### config.mk
export PLATFORM = sky130hd
export DESIGN_NAME = systolic_skew_sched_flat
export DESIGN_NICKNAME = d
export VERILOG_FILES = /design/src/rtl/systolic_skew_sched_if.sv /design/src/rtl/systolic_skew_sched.sv /design/src/flat_wrapper.sv
export SDC_FILE = /design/constraint.sdc
export NUM_CORES = 1
export LEC_CHECK = 0
export CAP_MARGIN = 20
export CORE_ASPECT_RATIO = 1.5
export CORE_MARGIN = 2
export CORE_UTILIZATION = 46
export CTS_CLUSTER_SIZE = 10
export DETAILED_ROUTE_END_ITERATION = 8
export PLACE_DENSITY = 0.76
export SLEW_MARGIN = 30
export SYNTH_ARGS = -nofsm -noshare
export SYNTH_HDL_FRONTEND = slang
export SYNTH_SLANG_ARGS = --single-unit
### constraint.sdc
create_clock -name clock -period 2.4 [get_ports clock]
set_input_delay 0.6 -clock clock [delete_from_list [all_inputs] [get_ports clock]]
set_output_delay 0.6 -clock clock [all_outputs]
set_load 0.01 [all_outputs]
### src/rtl/systolic_skew_sched_if.sv
// Scheduler <-> activation buffer / systolic array boundary.
// Groups the buffer read port and the skewed lane outputs into one bundle.
interface systolic_skew_sched_if #(
  parameter int DATA_SIZE = 8,
  parameter int ARRAY_DIM = 4,
  parameter int ADDR_W    = 8
);
  // Handshake: the array raises array_ready to accept one lane step. When it is
  // low nothing moves: no read is issued and every lane output holds its value.
  // rd_data answers rd_en one cycle later and the buffer keeps it until the next rd_en.
  logic                           array_ready;
  logic                           rd_en;
  logic [ADDR_W-1:0]              rd_addr;
  logic [DATA_SIZE*ARRAY_DIM-1:0] rd_data;
  logic [DATA_SIZE*ARRAY_DIM-1:0] lane_data;
  logic [ARRAY_DIM-1:0]           lane_valid;
  logic [ARRAY_DIM-1:0]           lane_last;

  modport master (
    input  array_ready, rd_data,
    output rd_en, rd_addr, lane_data, lane_valid, lane_last
  );

  modport slave (
    output array_ready, rd_data,
    input  rd_en, rd_addr, lane_data, lane_valid, lane_last
  );
endinterface

### src/rtl/systolic_skew_sched.sv
// Streams K column vectors from the activation buffer into the array's row inputs,
// delaying lane i by i cycles (diagonal skew) and honouring array back-pressure.
module systolic_skew_sched #(
  parameter int DATA_SIZE = 8,
  parameter int ARRAY_DIM = 4,
  parameter int ADDR_W    = 8,
  parameter int K_W       = 8
) (
  input  logic              clock,
  input  logic              reset,
  input  logic              start,
  input  logic [K_W-1:0]    k_len,
  input  logic [ADDR_W-1:0] base_addr,
  output logic              busy,
  output logic              done,
  output logic [1:0]        dbg_state,
  systolic_skew_sched_if.master bus
);

  typedef enum logic [1:0] {
    IDLE  = 2'd0,
    FETCH = 2'd1,
    DRAIN = 2'd2
  } state_t;

  state_t                         state_q, state_d;
  logic [K_W-1:0]                 k_q, k_d;
  logic [K_W-1:0]                 klen_q, klen_d;
  logic [ADDR_W-1:0]              base_q, base_d;
  logic                           zdone_q, zdone_d;
  logic                           pend_v_q, pend_v_d;
  logic                           pend_l_q, pend_l_d;
  logic [DATA_SIZE*ARRAY_DIM-1:0] cap_data_q, cap_data_d;
  logic [ARRAY_DIM-1:0]           vchain_q, vchain_d;
  logic [ARRAY_DIM-1:0]           lchain_q, lchain_d;

  logic                           rd_en;
  logic                           drain_done;
  logic                           last_k;
  logic [DATA_SIZE-1:0]           lane_elem [ARRAY_DIM];
  logic [DATA_SIZE*ARRAY_DIM-1:0] lane_data_w;

  always_comb begin
    state_d    = state_q;
    k_d        = k_q;
    klen_d     = klen_q;
    base_d     = base_q;
    zdone_d    = 1'b0;
    pend_v_d   = pend_v_q;
    pend_l_d   = pend_l_q;
    cap_data_d = cap_data_q;
    vchain_d   = vchain_q;
    lchain_d   = lchain_q;
    rd_en      = 1'b0;
    drain_done = 1'b0;
    last_k     = (k_q == klen_q - K_W'(1));

    case (state_q)
      IDLE: begin
        if (start) begin
          if (k_len != '0) begin
            klen_d  = k_len;
            base_d  = base_addr;
            k_d     = '0;
            state_d = FETCH;
          end else begin
            zdone_d = 1'b1;
          end
        end
      end
      FETCH: begin
        if (bus.array_ready) begin
          rd_en = 1'b1;
          k_d   = k_q + K_W'(1);
          if (last_k) state_d = DRAIN;
        end
      end
      DRAIN: begin
        if (bus.array_ready && !pend_v_q && (vchain_q == '0)) begin
          state_d    = IDLE;
          drain_done = 1'b1;
        end
      end
      default: state_d = IDLE;
    endcase

    // Every pipeline stage advances only on an accepted lane step.
    // Invalid capture slots load zero so padding propagates down the delay lines.
    if (bus.array_ready) begin
      pend_v_d   = rd_en;
      pend_l_d   = rd_en && last_k;
      cap_data_d = pend_v_q ? bus.rd_data : '0;
      vchain_d   = {vchain_q[ARRAY_DIM-2:0], pend_v_q};
      lchain_d   = {lchain_q[ARRAY_DIM-2:0], pend_l_q};
    end
  end

  always_ff @(posedge clock) begin
    if (reset) begin
      state_q    <= IDLE;
      k_q        <= '0;
      klen_q     <= '0;
      base_q     <= '0;
      zdone_q    <= 1'b0;
      pend_v_q   <= 1'b0;
      pend_l_q   <= 1'b0;
      cap_data_q <= '0;
      vchain_q   <= '0;
      lchain_q   <= '0;
    end else begin
      state_q    <= state_d;
      k_q        <= k_d;
      klen_q     <= klen_d;
      base_q     <= base_d;
      zdone_q    <= zdone_d;
      pend_v_q   <= pend_v_d;
      pend_l_q   <= pend_l_d;
      cap_data_q <= cap_data_d;
      vchain_q   <= vchain_d;
      lchain_q   <= lchain_d;
    end
  end

  assign lane_elem[0] = cap_data_q[DATA_SIZE-1:0];

  // Lane i carries only its own element through i extra registers.
  for (genvar i = 1; i < ARRAY_DIM; i++) begin : g_lane
    logic [DATA_SIZE-1:0] dly_q [i];
    logic [DATA_SIZE-1:0] dly_d [i];

    always_comb begin
      dly_d = dly_q;
      if (bus.array_ready) begin
        dly_d[0] = cap_data_q[i*DATA_SIZE +: DATA_SIZE];
        for (int j = 1; j < i; j++) dly_d[j] = dly_q[j-1];
      end
    end

    always_ff @(posedge clock) begin
      if (reset) dly_q <= '{default: '0};
      else       dly_q <= dly_d;
    end

    assign lane_elem[i] = dly_q[i-1];
  end

  always_comb begin
    lane_data_w = '0;
    for (int i = 0; i < ARRAY_DIM; i++) begin
      lane_data_w[i*DATA_SIZE +: DATA_SIZE] = vchain_q[i] ? lane_elem[i] : '0;
    end
  end

  assign bus.rd_en      = rd_en;
  assign bus.rd_addr    = (state_q == FETCH) ? base_q + ADDR_W'(k_q) : '0;
  assign bus.lane_data  = lane_data_w;
  assign bus.lane_valid = vchain_q;
  assign bus.lane_last  = lchain_q;
  assign done           = zdone_q | drain_done;
  assign busy           = (state_q != IDLE) && !drain_done;
  assign dbg_state      = state_q;

endmodule

### src/flat_wrapper.sv
// flat-port wrapper written by rule: the top's interface ports become plain ports
module systolic_skew_sched_flat 
#(
  parameter int DATA_SIZE = 8,
  parameter int ARRAY_DIM = 4,
  parameter int ADDR_W    = 8,
  parameter int K_W       = 8
)
  (clock, reset, start, k_len, base_addr, busy, done, dbg_state, bus_array_ready, bus_rd_data, bus_rd_en, bus_rd_addr, bus_lane_data, bus_lane_valid, bus_lane_last);
  systolic_skew_sched_if #(.DATA_SIZE(DATA_SIZE), .ARRAY_DIM(ARRAY_DIM), .ADDR_W(ADDR_W)) bus_i ();
  input  logic clock;
  input  logic reset;
  input  logic start;
  input  logic [K_W-1:0] k_len;
  input  logic [ADDR_W-1:0] base_addr;
  output logic busy;
  output logic done;
  output logic [1:0] dbg_state;
  input wire logic [$bits(bus_i.array_ready)-1:0] bus_array_ready;
  input wire logic [$bits(bus_i.rd_data)-1:0] bus_rd_data;
  output wire logic [$bits(bus_i.rd_en)-1:0] bus_rd_en;
  output wire logic [$bits(bus_i.rd_addr)-1:0] bus_rd_addr;
  output wire logic [$bits(bus_i.lane_data)-1:0] bus_lane_data;
  output wire logic [$bits(bus_i.lane_valid)-1:0] bus_lane_valid;
  output wire logic [$bits(bus_i.lane_last)-1:0] bus_lane_last;
  assign bus_i.array_ready = bus_array_ready;
  assign bus_i.rd_data = bus_rd_data;
  assign bus_rd_en = bus_i.rd_en;
  assign bus_rd_addr = bus_i.rd_addr;
  assign bus_lane_data = bus_i.lane_data;
  assign bus_lane_valid = bus_i.lane_valid;
  assign bus_lane_last = bus_i.lane_last;
  systolic_skew_sched #(.DATA_SIZE(DATA_SIZE), .ARRAY_DIM(ARRAY_DIM), .ADDR_W(ADDR_W), .K_W(K_W)) u_core (.clock(clock), .reset(reset), .start(start), .k_len(k_len), .base_addr(base_addr), .busy(busy), .done(done), .dbg_state(dbg_state), .bus(bus_i));
endmodule
==> impl_results.md <==
* DRT antenna net count at 0
* Worst Path Max Fanout at 2
* # fillers at 854
* CP startpoint kind: flip-flop
* Leakage at 2.92 nW
* WL per Instance at 14.9 um
* Cell count after placement at 786
* Setup violators final at 8
* Starting density of the core at 0.473
* Outcome: complete, but fails checks
* Netlist cell types at 49
* Post-synthesis sequential area ratio at 0.465
* Reg clk slew, reported paths at 0.05 ns
* RSZ-0062 raised after global routing: yes
* Crit path DAT at 2.20 ns
* First-pass GRT wire length at 20200 um
* Clock Latency Late Sink at 0.41 ns
* Port bufs at 104
* Hold Fails Final Rpt at 0
* Post-Syn Nets at 603
* Setup slack after layout at -0.396 ns
* Post-synth EDFFs at 0
* Share of layout cells above drive strength 1 at 0.165
* Ys Warns at 0
* Commonest register cell after synthesis: dfxtp_1
* Max Slew Vio Count at 0
* Tot GR Track Use at 0.216
* Slew @ Worst Pin at 0.936 ns
* Clk root buf: clkbuf_16
* Rel. slew slack at 0.376
* Die Y-Extent at 132 um
* Vias at 4247
* Total power at 5.00 mW
* Via-to-Cell Ratio at 5.15
* Total core area at 10600 um2
* Final period utilization at 1.17
* Total grt overflow at 0
* Hold WC Path Type: reg -> reg
* Period minus WS final at 2.80 ns
* Worst-case vdd ir drop at 556 uV
* Setup TNS at -1.70 ns
* Synth top area share at 0.465
* Detailed Routing Iterations Pass 1 at 4
* Iter 0 DRT Violations at 178
* Antenna violations before repair at 0
* Number of global-route vias before repair at 4428
* Largest net degree at the start of global routing at 83
* Syn-to-layout area delta at 40.1%
* FF+latch count, synth at 117
* FFs w/ async S/R, synth at 0
* Die ar. at 11800 um2
* WP data required at 1.80 ns
* Maximum capacitance violations at 0
* CTS Sinks at 117
* Final HPWL DP at 8230 um
* Antenna diodes at 0
* Seq. cell area at 2350 um2
* Routed Wire Length at 12200 um
* Commonest cells in the synthesized netlist: dfxtp_1 (117), nor2_1 (101), mux2i_1 (58), nand2_1 (38), and2_1 (36)
* Die width at 89.5 um
* Crit path kind: reg -> out
* TritonCTS clock tree: yes
* Final Skew at 0.00962 ns
* Post-synthesis cell area at 5040 um2
* Worst Setup End Kind: primary output
* Syn Area/Cell at 9.31 um2
* Highest clock rate at 358 MHz
* Final non-filler cell total at 824
* Multi-input gate area at 2540 um2
* H-tree depth at 4
* Failing checks: negative setup slack
* Most frequent cell after synthesis: dfxtp_1
* Num CTS Buffers at 17
* Post-Synthesis Cells at 541
* # rows at 46
* Power per cell area at 709 nW/um2
* Hold depth at 2
* Cts-stage hold buffer count at 0
* I/O pins at 105
* DR DRC count at 0
* Leading area contributor after synthesis: dfxtp_1
* Final Wtd Congestion at 0.833
* Post-layout nets at 730
* Top cells by area, synth: dfxtp_1 (46%), mux2i_1 (12%), nor2_1 (7.5%), a22oi_1 (4.9%), and2_1 (4.5%)
* Clock buffer depth at 2
* Reg2Reg Depth at 7
-- power breakdown --
group	internal, mW	switching, mW	leakage [nW]
Sequential	1.98	0.0273	0.949
Combinational	0.208	0.210	1.67
Clock	1.76	0.819	0.305
Total	3.94	1.06	2.92
-- layer usage --
layer,up-vias,share of wire,global-route usage
li1,2095,-,-
met1,2019,0.39,0.229
met2,109,0.55,0.397
met3,24,0.040,0.0545
met4,0,0.018,0.0788
met5,-,0,0
-- cell usage in the layout (no fill, tap or decap), types with 4 or more instances in the layout --
| cell | n |
|---|---|
| mux2i_1 | 58 |
| buf_4 | 36 |
| nand3_1 | 8 |
| nor2_1 | 101 |
| dfxtp_1 | 110 |
| clkbuf_16 | 17 |
| buf_6 | 4 |
| dfxtp_2 | 6 |
| nand2_1 | 37 |
| nor3_1 | 5 |
| nor4_1 | 4 |
| buf_2 | 8 |
| clkdlybuf4s50_1 | 91 |
| and2_1 | 36 |
| a21o_1 | 5 |
| a22oi_1 | 33 |
| clkbuf_8 | 5 |
| ha_1 | 5 |
| xnor2_1 | 11 |
| xor2_1 | 6 |
| o21ai_0 | 4 |
| a21oi_1 | 22 |
| inv_1 | 4 |
-- per-stage QoR --
step	cell area (um2)	setup WS [ns]	utilization	hold WS [ns]
after floorplan	5040	0.0100	-	0.441
after global placement	6330	-0.425	0.595	0.447
after detailed placement	6330	-0.471	0.595	0.456
after CTS	7040	-0.394	0.661	0.463
after global routing	7060	-0.498	0.663	0.483
final	7060	-0.396	0.663	0.460
-- area by class of cell --
cell class              count  share of cell area
flip-flops and latches    117               0.334
repair buffers            144               0.188
multi-input cells         382               0.360
inverters                   6             0.00496
clock inverters             8              0.0172
well taps                 144              0.0255
clock buffers              23              0.0706
-- registers in the layout, indices dropped and copies added, names as in the netlist --
signal,cells
u_core.g_lane.dly_q,48
u_core.dbg_state,2
u_core.k_q,8
u_core.bus.lane_valid,4
u_core.base_q,8
u_core.pend_l_q,1
u_core.zdone_q,1
u_core.klen_q,8
u_core.bus.lane_last,4
u_core.cap_data_q,32
u_core.pend_v_q,1
-- kinds of logic after synthesis --
group | Yosys count | synth area share
flops | 117 | 0.465
mux | 58 | 0.115
xor+xnor | 18 | 0.0313
fa+ha+maj | 10 | 0.0263
buf+inv | 42 | 0.0454
compound gates | 78 | 0.108
simple gates | 218 | 0.209
-- critical path, stage by stage, from the launching register on --
cell      delay (ns)
dfxtp_2         0.33
ha_4            0.16
fa_2            0.36
a21o_1          0.16
a21o_1          0.17
a21oi_2         0.15
mux2i_1         0.19
o311ai_1        0.10
buf_2           0.15
-- path summary, 6_finish.rpt --
kind | startpoint | slack, ns | end
setup / recovery | u_core.k_q[0] | -0.40 | bus_rd_addr[6]
hold / removal | u_core.base_q[2] | 0.46 | u_core.base_q[2]
setup reg to reg | u_core.klen_q[0] | 0.33 | u_core.pend_l_q
hold reg to reg | u_core.base_q[2] | 0.46 | u_core.base_q[2]
-- what timing repair did --
item | 4_1_cts | 5_1_grt
gates resized for setup | 61 | 2
hold endpoints to repair | 0 | 0
pin swaps | 18 | 3
setup endpoints to repair | 11 | 9
buffers inserted | 6 | 2
Power figures use the tool's default switching activity.
